**config.mk**
```make
export PLATFORM = sky130hd
export DESIGN_NAME = turn_controller
export DESIGN_NICKNAME = d
export VERILOG_FILES = /design/src/rtl/turn_controller.sv
export SDC_FILE = /design/constraint.sdc
export NUM_CORES = 1
export LEC_CHECK = 0
export BUFFER_PORTS_ARGS = -buffer_cell sky130_fd_sc_hd__buf_2
export CAP_MARGIN = 20
export CORE_MARGIN = 2
export CORE_UTILIZATION = 60
export CTS_BUF_LIST = sky130_fd_sc_hd__clkbuf_4 sky130_fd_sc_hd__clkbuf_8 sky130_fd_sc_hd__clkbuf_16
export DETAILED_ROUTE_END_ITERATION = 8
export PLACE_DENSITY = 0.82
export SLEW_MARGIN = 10
export SYNTH_ARGS = -nofsm -noshare
export SYNTH_HDL_FRONTEND = slang
export SYNTH_SLANG_ARGS = --single-unit
```
**constraint.sdc**
```tcl
create_clock -name clk -period 5.5 [get_ports clk]
set_clock_uncertainty 0.15 [all_clocks]
set_input_delay 0.825 -clock clk [delete_from_list [all_inputs] [get_ports clk]]
set_output_delay 0.825 -clock clk [all_outputs]
set_load 0.01 [all_outputs]
```
**src/rtl/turn_controller.sv**
```systemverilog
// turn_controller: two-player turn sequencer.
// It gates the space key to the force bar, captures and clamps the released
// force, issues one launch strobe, waits for landing or timeout, scores hits,
// pauses and then hands the turn over. A game ends when a player reaches the
// win score. A later armed press restarts the game.
module turn_controller #(
  parameter int unsigned MAX_FORCE      = 128,
  parameter int unsigned MIN_FORCE      = 4,
  parameter int unsigned FLIGHT_TIMEOUT = 650_000_000,
  parameter int unsigned SETTLE_CYCLES  = 65_000_000,
  parameter int unsigned WIN_SCORE      = 5
) (
  input  logic       clk,
  input  logic       rst,
  input  logic       space,
  input  logic [9:0] force_in,
  input  logic       flight_done,
  input  logic       hit,
  output logic       charge_en,
  output logic       launch,
  output logic [9:0] launch_force,
  output logic       active_player,
  output logic       busy,
  output logic [3:0] score_p0,
  output logic [3:0] score_p1,
  output logic       game_over,
  output logic       winner
);

  typedef enum logic [2:0] {
    ST_AIM,
    ST_CHARGE,
    ST_CAPTURE,
    ST_FLIGHT,
    ST_SETTLE,
    ST_OVER
  } state_t;

  localparam logic [9:0]  MAX_LVL     = 10'(MAX_FORCE);
  localparam logic [9:0]  MIN_LVL     = 10'(MIN_FORCE);
  localparam logic [3:0]  WIN_LVL     = 4'(WIN_SCORE);
  localparam logic [31:0] FLIGHT_LAST = 32'(FLIGHT_TIMEOUT - 1);
  localparam logic [31:0] SETTLE_LAST = 32'(SETTLE_CYCLES - 1);

  state_t      state_q;
  logic        armed_q;
  logic [31:0] timer_q;
  logic        launch_q;
  logic [9:0]  launch_force_q;
  logic        active_player_q;
  logic [3:0]  score_p0_q;
  logic [3:0]  score_p1_q;
  logic        game_over_q;
  logic        winner_q;

  // Candidate next values, evaluated every cycle and used by the FSM below
  logic [9:0]  force_clamped_d;
  logic        fumble_d;
  logic [3:0]  score_p0_d;
  logic [3:0]  score_p1_d;
  logic        win_d;

  // Clamp the captured force, flag a fumble, and form saturating score increments
  always_comb begin
    force_clamped_d = (force_in > MAX_LVL) ? MAX_LVL : force_in;
    fumble_d        = (force_clamped_d < MIN_LVL);
    score_p0_d      = (score_p0_q == 4'hF) ? score_p0_q : score_p0_q + 4'd1;
    score_p1_d      = (score_p1_q == 4'hF) ? score_p1_q : score_p1_q + 4'd1;
    win_d           = (score_p0_q >= WIN_LVL) || (score_p1_q >= WIN_LVL);
  end

  // Turn sequencer: state, timer, armed flag and all registered outputs
  always_ff @(posedge clk) begin
    if (rst) begin
      state_q         <= ST_AIM;
      armed_q         <= 1'b0;
      timer_q         <= '0;
      launch_q        <= 1'b0;
      launch_force_q  <= '0;
      active_player_q <= 1'b0;
      score_p0_q      <= '0;
      score_p1_q      <= '0;
      game_over_q     <= 1'b0;
      winner_q        <= 1'b0;
    end else begin
      // The launch strobe lasts for a single cycle unless CAPTURE reasserts it
      launch_q <= 1'b0;
      case (state_q)
        ST_AIM: begin
          // A key held over from the previous turn must be released before charging
          if (!space) begin
            armed_q <= 1'b1;
          end else if (armed_q) begin
            state_q <= ST_CHARGE;
          end
        end

        ST_CHARGE: begin
          // The force bar latches its value on this same release edge
          if (!space) begin
            armed_q <= 1'b0;
            state_q <= ST_CAPTURE;
          end
        end

        ST_CAPTURE: begin
          if (fumble_d) begin
            state_q <= ST_AIM;
          end else begin
            launch_force_q <= force_clamped_d;
            launch_q       <= 1'b1;
            timer_q        <= '0;
            state_q        <= ST_FLIGHT;
          end
        end

        ST_FLIGHT: begin
          // A landing takes precedence over a timeout in the same cycle
          if (flight_done) begin
            if (hit) begin
              if (active_player_q) begin
                score_p1_q <= score_p1_d;
              end else begin
                score_p0_q <= score_p0_d;
              end
            end
            timer_q <= '0;
            state_q <= ST_SETTLE;
          end else if (timer_q == FLIGHT_LAST) begin
            timer_q <= '0;
            state_q <= ST_SETTLE;
          end else begin
            timer_q <= timer_q + 32'd1;
          end
        end

        ST_SETTLE: begin
          if (timer_q == SETTLE_LAST) begin
            timer_q <= '0;
            armed_q <= 1'b0;
            if (win_d) begin
              // Only the player who just shot can have crossed the win score
              game_over_q <= 1'b1;
              winner_q    <= active_player_q;
              state_q     <= ST_OVER;
            end else begin
              active_player_q <= ~active_player_q;
              state_q         <= ST_AIM;
            end
          end else begin
            timer_q <= timer_q + 32'd1;
          end
        end

        ST_OVER: begin
          // A fresh press after a release restarts the game from player 0
          if (!space) begin
            armed_q <= 1'b1;
          end else if (armed_q) begin
            score_p0_q      <= '0;
            score_p1_q      <= '0;
            winner_q        <= 1'b0;
            game_over_q     <= 1'b0;
            active_player_q <= 1'b0;
            armed_q         <= 1'b0;
            state_q         <= ST_AIM;
          end
        end

        default: begin
          state_q <= ST_AIM;
        end
      endcase
    end
  end

  // The key reaches the force bar only while the player may charge; rst drops it at once
  assign charge_en = ~rst & space & armed_q &
                     ((state_q == ST_AIM) | (state_q == ST_CHARGE));

  assign busy          = (state_q == ST_FLIGHT) | (state_q == ST_SETTLE);
  assign launch        = launch_q;
  assign launch_force  = launch_force_q;
  assign active_player = active_player_q;
  assign score_p0      = score_p0_q;
  assign score_p1      = score_p1_q;
  assign game_over     = game_over_q;
  assign winner        = winner_q;

endmodule
```
==> flow_summary.json, run 1 <==
{
  "status": "finished clean",
  "rsz0062_at_grt": "no",
  "grt_pass1_vias": 2517,
  "p_leak_nw": 1.39,
  "core_area_mm2": 0.00482,
  "viasPerCell": 5.92,
  "routed_wl_mm": 7.07,
  "synth-edff-count": 0,
  "drc": 0,
  "antenna_cells": 0,
  "finalSetupTns_ns": 0,
  "wl_per_cell_um": 15.2,
  "drv_cap": 0,
  "max_freq_ghz": 0.337,
  "area_growth_syn_to_layout_pct": 15.9,
  "seqCellArea_mm2": 0.00116,
  "rows": 25,
  "yosysMostFrequentCell": "dfxtp_1",
  "worstReg2RegStart": "timer_q[0]",
  "crit_path_end": "timer_q[18]",
  "min_period_ns": 2.96,
  "power_frac_seq": 0.441,
  "layout_setup_ws_ns": 2.54,
  "synthDistinctLibCells": 61,
  "cts-root-buf": "clkbuf_8",
  "cts.path.max_buffers": 2,
  "p_clk_frac": 0.493,
  "hp-class": "reg -> reg",
  "rrSetupSlack_ns": 2.54,
  "crit_path_start_kind": "register",
  "synth.top_cells.by_count": "58 x dfxtp_1, 54 x nor2_1, 26 x nand2_1",
  "synth.yosys.warnings": 0,
  "path_clk_slew_ns": 0.06,
  "drv_slew": 0,
  "first_pass_iters": 4,
  "synth_largest_area_cell": "dfxtp_1",
  "die_w_um": 75.3,
  "synth-async-reset-ratio": 0,
  "seq_area_frac_synth": 0.380,
  "mappedNetlistArea_mm2": 0.00305,
  "intPower_uw": 777,
  "relSlewSlack": 0.488,
  "drt_iter0_drc": 245,
  "reg2reg_depth": 8,
  "boundaryPins": 39,
  "path_max_fanout": 16,
  "clock_latency_ns": 0.34,
  "grt_max_degree": 23,
  "cp.arrival_ns": 3.05,
  "multi_input_area_mm2": 0.00180,
  "finalSetupViolations": 0,
  "crit_type": "reg -> reg",
  "cts.sinks": 58,
  "p_switching_uw": 223,
  "start_util": 0.634,
  "netlist.area_leader.share": 0.380,
  "switching_share": 0.223,
  "ctsHoldBuffers": 0,
  "power_density_mw_per_mm2": 283,
  "die_y_um": 75.3,
  "required_ns": 5.58,
  "cts_buffers": 9,
  "antenna_left": 0,
  "syn_inst": 352,
  "nFillCells": 380,
  "synthTopCellsByArea": "dfxtp_1 38%, nor2_1 6.6%, xnor2_1 4.6%",
  "reg2reg_to": "timer_q[18]",
  "cts_tree": "built",
  "cts_resized": 0,
  "dp.final_hpwl_mm": 5.00,
  "ir_drop_mv": 0.204,
  "finalHoldViolCount": 0,
  "grt_overflow": 0,
  "via_count": 2749,
  "antenna_found_initial": 0,
  "synth_flop_cell": "dfxtp_1",
  "syn_area_per_cell_um2": 8.67,
  "place.gp.congestion": 0.942,
  "h-tree-depth": 3,
  "nNetsFinal": 414,
  "portBuffers": 38,
  "grt_pass1_wl_mm": 11.6,
  "synth-seq-cells": 58,
  "grt_util_all_layers": 0.270,
  "fin_util": 0.734,
  "fin_crit_sh": 0.539,
  "total_power_mw": 1.00,
  "crit_start": "timer_q[0]",
  "tightest_slew_ns": 0.763,
  "pwr-share-comb": 0.066,
  "synth_fp_nets": 374,
  "die_area_mm2": 0.00567,
  "cts_setup_buffers": 0,
  "place_ws_ns": 2.55,
  "endpoint_kind": "register",
  "final_layout_size_suffix_gt1_frac": 0.189
}
[placed cells by master (no fill, tap or decap), drive strengths merged, types with 6 or more instances in the layout]
cell type,n
a21oi,18
and2,6
and3,12
and4,7
buf,39
clkbuf,11
dfxtp,58
ha,7
inv,10
nand2,27
nand3,13
nand4,13
nor2,55
nor3,12
nor4,6
o21ai,6
xnor2,16
xor2,10
[final cells by class]
| type | count | share of cell area |
|---|---|---|
| clock buffer | 11 | 0.0428 |
| tap | 67 | 0.0237 |
| inverter | 10 | 0.0106 |
| clock inverter | 5 | 0.0283 |
| timing repair buffer | 39 | 0.0570 |
| multi-input combinational | 274 | 0.509 |
| sequential | 58 | 0.328 |
[critical path, cell delays in order, from the launching register on]
cell,delay [ns]
dfxtp_1,0.44
ha_1,0.28
and4_4,0.28
nand4_4,0.16
o31ai_2,0.41
a21oi_2,0.24
nor2_1,0.59
buf_6,0.24
nor2_1,0.06
[how the worst min path moves through the flow]
stage | start | to | slack (ns) | cells after the start
6_report | launch_force[8] | launch_force[8] | 0.31 | 1
5_1_grt | launch_force[8] | launch_force[8] | 0.32 | 1
4_1_cts | launch_force[1] | launch_force[1] | 0.31 | 2
3_5_place_dp | launch_force[8] | launch_force[8] | 0.29 | 1
3_3_place_gp | launch_force[4] | launch_force[4] | 0.29 | 2
2_1_floorplan | timer_q[11] | timer_q[11] | 0.29 | 1
[cells by family after synthesis]
| group | share of synthesized area |
|---|---|
| compound gates | 0.159 |
| xor+xnor | 0.0746 |
| fa+ha+maj | 0.0287 |
| buf+inv | 0.0291 |
| flops | 0.380 |
| mux | 0.00656 |
| simple gates | 0.321 |
[metrics by stage]
stage	instances	area, um^2	hold slack (ns)
after floorplan	352	3050	0.293
after global placement	447	3270	0.286
after detailed placement	448	3290	0.292
after CTS	464	3540	0.306
after global routing	464	3540	0.322
final	464	3540	0.307
[metal layers]
| layer | vias to the layer above | track usage | share of wire | routed length [um] |
|---|---|---|---|---|
| li1 | 1361 | - | - | - |
| met1 | 1285 | 0.336 | 0.45 | 3160 |
| met2 | 84 | 0.435 | 0.47 | 3310 |
| met3 | 19 | 0.0608 | 0.055 | 389 |
| met4 | 0 | 0.144 | 0.030 | 213 |
| met5 | - | 0 | 0 | 0 |
[power by group through the flow]
stage / combinational [mW] / sequential (mW) / clock [mW]
final: 0.0663 / 0.441 / 0.493
after global routing: 0.0738 / 0.442 / 0.513
after CTS: 0.0659 / 0.440 / 0.495
after detailed placement: 0.0649 / 0.450 / 0
after global placement: 0.0618 / 0.450 / 0
after floorplan: 0.0538 / 0.441 / 0
[registers in the layout (all words and copies together), names as in the netlist]
register       cells
score_p1           4
timer_q           32
winner             1
active_player      1
launch             1
score_p0           4
game_over          1
state_q            3
launch_force      10
armed_q            1
(Power assumes the default switching activity.)
==> run 2: changes to the inputs <==
--- a/config.mk
+++ b/config.mk
@@ -5,13 +5,14 @@
 export SDC_FILE = /design/constraint.sdc
 export NUM_CORES = 1
 export LEC_CHECK = 0
+export ABC_AREA = 1
 export BUFFER_PORTS_ARGS = -buffer_cell sky130_fd_sc_hd__buf_2
 export CAP_MARGIN = 20
 export CORE_MARGIN = 2
-export CORE_UTILIZATION = 60
+export CORE_UTILIZATION = 54
 export CTS_BUF_LIST = sky130_fd_sc_hd__clkbuf_4 sky130_fd_sc_hd__clkbuf_8 sky130_fd_sc_hd__clkbuf_16
 export DETAILED_ROUTE_END_ITERATION = 8
-export PLACE_DENSITY = 0.82
+export PLACE_DENSITY = 0.77
 export SLEW_MARGIN = 10
 export SYNTH_ARGS = -nofsm -noshare
 export SYNTH_HDL_FRONTEND = slang
==> constraint.sdc (replaced) <==
create_clock -name clk -period 2.41 [get_ports clk]
set_clock_uncertainty 0.15 [all_clocks]
set_input_delay 0.3615 -clock clk [delete_from_list [all_inputs] [get_ports clk]]
set_output_delay 0.3615 -clock clk [all_outputs]
set_load 0.01 [all_outputs]
==> flow_summary.json, run 2 <==
{
  "power_frac_seq": 0.462,
  "clock_latency_ns": 0.33,
  "mappedNetlistArea_mm2": 0.00398,
  "pwr-share-comb": 0.118,
  "synthTopCellsByArea": "dfxtp_1 29%, nand2_1 19%, nor2_1 10%",
  "cts_resized": 0,
  "h-tree-depth": 3,
  "ctsHoldBuffers": 0,
  "required_ns": 2.52,
  "synth_flop_cell": "dfxtp_1",
  "synthDistinctLibCells": 42,
  "grt_util_all_layers": 0.267,
  "fin_util": 0.630,
  "crit_start": "timer_q[1]",
  "synthAdderAreaFrac": 0.0220,
  "relSlewSlack": 0.565,
  "path_max_fanout": 22,
  "rows": 31,
  "tightest_slew_ns": 0.653,
  "netlist.area_leader.share": 0.292,
  "cts.path.max_buffers": 2,
  "synth-seq-cells": 58,
  "cts_setup_buffers": 0,
  "reg2reg_depth": 11,
  "synth.top_cells.by_count": "199 x nand2_1, 108 x nor2_1, 74 x inv_1",
  "nNetsFinal": 740,
  "hold-worst-slack_ns": 0.155,
  "min_period_ns": 2.18,
  "wl_per_cell_um": 13.2,
  "fin_crit_sh": 0.903,
  "p_clk_frac": 0.420,
  "area_growth_syn_to_layout_pct": 13.6,
  "max_stage_delay_ns": 0.35,
  "final_layout_size_suffix_gt1_frac": 0.147,
  "critPathSlowestCell": "dfxtp_1",
  "finalSetupViolations": 0,
  "grt_overflow": 0,
  "total_power_mw": 2.18,
  "synth_fp_nets": 691,
  "viasPerCell": 5.32,
  "antenna_found_initial": 0,
  "crit_path_start_kind": "register",
  "first_pass_iters": 5,
  "core_area_mm2": 0.00718,
  "worstReg2RegStart": "timer_q[1]",
  "boundaryPins": 39,
  "syn_area_per_cell_um2": 5.95,
  "endpoint_kind": "register",
  "ir_drop_mv": 0.504,
  "grt_pass1_wl_mm": 17.8,
  "syn_inst": 669,
  "synth_largest_area_cell": "dfxtp_1",
  "intPower_mw": 1.56,
  "drt_iter0_drc": 350,
  "drc": 0,
  "hp-start": "force_in[6]",
  "seq_area_frac_synth": 0.292,
  "crit_type": "reg -> reg",
  "finalSetupTns_ns": 0,
  "routed_wl_mm": 10.8,
  "yosys.area_share.simple": 0.473,
  "die_w_um": 89.8,
  "p_switching_uw": 617,
  "largest_register_ffs": 32,
  "die_y_um": 89.8,
  "cp.arrival_ns": 2.29,
  "reg2reg_to": "state_q[0]",
  "power_density_mw_per_mm2": 482,
  "path_clk_slew_ns": 0.08,
  "cp_common_cell": "nand2_1",
  "muxShareOfSynthArea": 0.00252,
  "p_leak_nw": 1.94,
  "synth_top_family_by_area": "simple AND/OR/NAND/NOR gates",
  "max_freq_ghz": 0.459,
  "cts.sinks": 58,
  "hp-class": "in -> reg",
  "hold_depth": 3,
  "die_area_mm2": 0.00807,
  "grt_max_degree": 33,
  "cts-root-buf": "clkbuf_8",
  "status": "finished clean",
  "place.gp.congestion": 1.03,
  "cts_buffers": 9,
  "drv_cap": 0,
  "synth_compound_area_frac": 0.106,
  "via_count": 4369,
  "largest-register": "timer_q",
  "final_cell_mix": "199 x nand2_1, 108 x nor2_1, 74 x inv_1",
  "start_util": 0.554,
  "rrSetupSlack_ns": 0.23,
  "finalHoldViolCount": 0,
  "yosysMostFrequentCell": "nand2_1",
  "portBuffers": 38,
  "dp.final_hpwl_mm": 8.29,
  "crit_path_end": "state_q[0]",
  "drv_slew": 0,
  "switching_share": 0.283,
  "synth-edff-count": 0,
  "synthXorXnorAreaFrac": 0.00440,
  "final_common_cell": "nand2_1",
  "synth-async-reset-ratio": 0,
  "antenna_cells": 0,
  "cp_cell_sequence": "ha_1 -> inv_1 -> nor2_2 -> nand2_1 -> nor2_1 -> nand3_1 -> nand2_1 -> nand2_8 -> nor2_2 -> nand2_1 -> a21oi_1",
  "antenna_left": 0,
  "grt_pass1_vias": 3857,
  "synth.yosys.warnings": 0,
  "cts_tree": "built"
}
-- run 2: changes by cell type after synthesis, sizes merged, moves of 9 or more --
cell,delta
inv,+72
xnor2,-15
nor2,+60
nand3,+49
a21oi,+24
and3,-12
o21ai,+19
nand2,+182
xor2,-9
-- run 2: cell families after synthesis --
group                      after synthesis
AOI/OAI and AO/OA                       76
xor gates and xnor gates                 2
adders and majority gates                7
buffers and inverters                   97
DFF                                     58
muxes                                    1
and+or+nand+nor                        428
-- run 2: area by class of cell --
cell class | count | area, um^2
clock buffers | 10 | 131
fillers | 719 | 2660
clock inverters | 6 | 67.6
multi-input cells | 514 | 2430
well taps | 99 | 124
flip-flops and latches | 58 | 1160
repair buffers | 52 | 295
inverters | 83 | 312
-- run 2: how the worst min path moves through the flow --
stage	slack, ns	endpoint
floorplan	0.31	timer_q[1]
detailed placement	0.28	launch_force[9]
CTS	0.15	launch_force[6]
finish	0.16	launch_force[6]
global route	0.19	launch_force[2]
global placement	0.28	launch_force[9]
-- run 2: per-stage QoR --
step / worst slack [ns] / instance area [um^2] / std cells
global placement: 0.335 / 4310 / 806
CTS: 0.237 / 4510 / 822
finish: 0.233 / 4520 / 822
floorplan: 0.509 / 3980 / 669
detailed placement: 0.255 / 4310 / 806
global route: -0.0137 / 4520 / 822
-- run 2: worst max-delay path: cells and delay by family, from the launching register on --
kind | cells | cell delay, ns
flops | 1 | 0.35
compound gates | 1 | 0.12
fa+ha+maj | 1 | 0.22
simple gates | 8 | 1.17
buf+inv | 1 | 0.08
-- run 2: per-layer routing --
metal,global-route usage,vias up,wire length [um]
met1,0.348,1968,4920
met5,0,-,0
met2,0.457,142,5030
li1,-,2241,-
met3,0.0503,18,690
met4,0.0692,0,188
-- run 2: power by group through the flow --
stage / sequential [mW] / combinational [mW] / clock, mW
floorplan: 1.03 / 0.176 / 0
global placement: 1.03 / 0.247 / 0
detailed placement: 1.03 / 0.252 / 0
CTS: 1.01 / 0.253 / 0.932
global route: 1.01 / 0.288 / 0.962
finish: 1.01 / 0.256 / 0.914
==> run 3: changes to the inputs <==
--- a/config.mk
+++ b/config.mk
@@ -8,11 +8,12 @@
 export ABC_AREA = 1
 export BUFFER_PORTS_ARGS = -buffer_cell sky130_fd_sc_hd__buf_2
 export CAP_MARGIN = 20
-export CORE_MARGIN = 2
+export CORE_MARGIN = 5
 export CORE_UTILIZATION = 54
 export CTS_BUF_LIST = sky130_fd_sc_hd__clkbuf_4 sky130_fd_sc_hd__clkbuf_8 sky130_fd_sc_hd__clkbuf_16
 export DETAILED_ROUTE_END_ITERATION = 8
 export PLACE_DENSITY = 0.77
+export REMOVE_ABC_BUFFERS = 1
 export SLEW_MARGIN = 10
 export SYNTH_ARGS = -nofsm -noshare
 export SYNTH_HDL_FRONTEND = slang
==> flow_summary.json, run 3 (same netlist as run 2, synthesis figures left out) <==
{
  "path_max_fanout": 22,
  "finalHoldViolCount": 0,
  "min_period_ns": 2.17,
  "clock_latency_ns": 0.35,
  "max_freq_ghz": 0.462,
  "layout_setup_ws_ns": 0.243,
  "fin_crit_sh": 0.899,
  "crit_type": "reg -> reg",
  "grt_pass1_vias": 4042,
  "cp_cell_sequence": "ha_1 -> inv_1 -> nor2_2 -> nand2_1 -> nor2_1 -> nand3_1 -> nand2_1 -> nand2_4 -> nor2_2 -> nand2_1 -> a21oi_1",
  "drt_iter0_drc": 330,
  "place_ws_ns": 0.292,
  "post-route-cell-area_mm2": 0.00450,
  "die_area_mm2": 0.00919,
  "tightest_slew_ns": 0.481,
  "place.gp.congestion": 1.04,
  "largest-register": "timer_q",
  "boundaryPins": 39,
  "crit_path_start_kind": "register",
  "die_y_um": 95.8,
  "nNetsFinal": 736,
  "endpoint_kind": "register",
  "rows": 31,
  "fin_util": 0.623,
  "wl_per_cell_um": 13.5,
  "dp.final_hpwl_mm": 8.32,
  "cts_buffers": 9,
  "drc": 0,
  "cts_setup_buffers": 0,
  "hp-class": "in -> reg",
  "cp.arrival_ns": 2.29,
  "ir_drop_mv": 0.318,
  "cp_common_cell": "nand2_1",
  "area_growth_syn_to_layout_pct": 13.1,
  "cts.sinks": 58,
  "largest_register_ffs": 32,
  "die_w_um": 95.8,
  "h-tree-depth": 3,
  "grt_util_all_layers": 0.254,
  "max_stage_delay_ns": 0.35,
  "relSlewSlack": 0.676,
  "ctsHoldBuffers": 0,
  "start_util": 0.552,
  "required_ns": 2.54,
  "antenna_left": 0,
  "portBuffers": 38,
  "power_density_mw_per_mm2": 508,
  "cts_tree": "built",
  "viasPerCell": 5.40,
  "status": "finished clean",
  "drv_slew": 0,
  "first_pass_iters": 5,
  "critPathBufInv": 1,
  "grt_pass1_wl_mm": 18.4,
  "drv_cap": 0,
  "grt_max_degree": 26,
  "cts.path.max_buffers": 2,
  "final_cell_mix": "199 x nand2_1, 108 x nor2_1, 74 x inv_1",
  "via_count": 4418,
  "path_clk_slew_ns": 0.07,
  "final_layout_size_suffix_gt1_frac": 0.142,
  "path_delay_family": "simple AND/OR/NAND/NOR gates",
  "p_leak_nw": 1.94,
  "core_area_mm2": 0.00721,
  "rrSetupSlack_ns": 0.24,
  "critPathSlowestCell": "dfxtp_1",
  "antenna_cells": 0,
  "place_area_mm2": 0.00428,
  "grt_overflow": 0,
  "rsz0062_at_grt": "no",
  "cts-root-buf": "clkbuf_8",
  "finalSetupTns_ns": 0,
  "cts_resized": 0,
  "routed_wl_mm": 11.0,
  "finalSetupViolations": 0,
  "final_common_cell": "nand2_1",
  "antenna_found_initial": 0
}
## run 3: final cells by class
type,instances,area (um^2)
flip-flops and latches,58,1160
fillers,722,2720
well taps,99,124
multi-input cells,514,2420
repair buffers,48,265
clock inverters,7,92.6
clock buffers,9,124
inverters,83,312
## run 3: final timing paths
kind / to / startpoint / depth (start not counted)
worst min-delay path: launch_force[6] / force_in[6] / 3
worst min register to register: launch_force[8] / launch_force[8] / 2
worst max register to register: state_q[2] / timer_q[1] / 11
worst max-delay path: state_q[2] / timer_q[1] / 11
## run 3: tightest hold or removal path, delay by kind of cell
| kind | cells | cell delay, ns |
|---|---|---|
| buffers and inverters | 1 | 0.10 |
| AOI/OAI and AO/OA | 1 | 0.07 |
| and+or+nand+nor | 1 | 0.05 |
## run 3: per-layer routing
| metal | up-vias | global-route usage | wire, um |
|---|---|---|---|
| li1 | 2231 | - | - |
| met1 | 2001 | 0.332 | 4930 |
| met2 | 160 | 0.419 | 5120 |
| met3 | 26 | 0.0375 | 714 |
| met4 | 0 | 0.103 | 264 |
| met5 | - | 0 | 0 |
## run 3: power by group
group / total [mW] / internal, mW / switching, mW
registers: 1.00 / 0.978 / 0.0260
clock network: 1.03 / 0.582 / 0.444
logic: 0.255 / 0.0892 / 0.165
## run 3: through the flow
step                      cells  hold WS [ns]  power (mW)
after floorplan             655         0.281        1.19
after global placement      802         0.279        1.27
after detailed placement    802         0.281        1.28
after CTS                   818         0.136        2.29
after global routing        818         0.146        2.38
final                       818         0.140        2.28
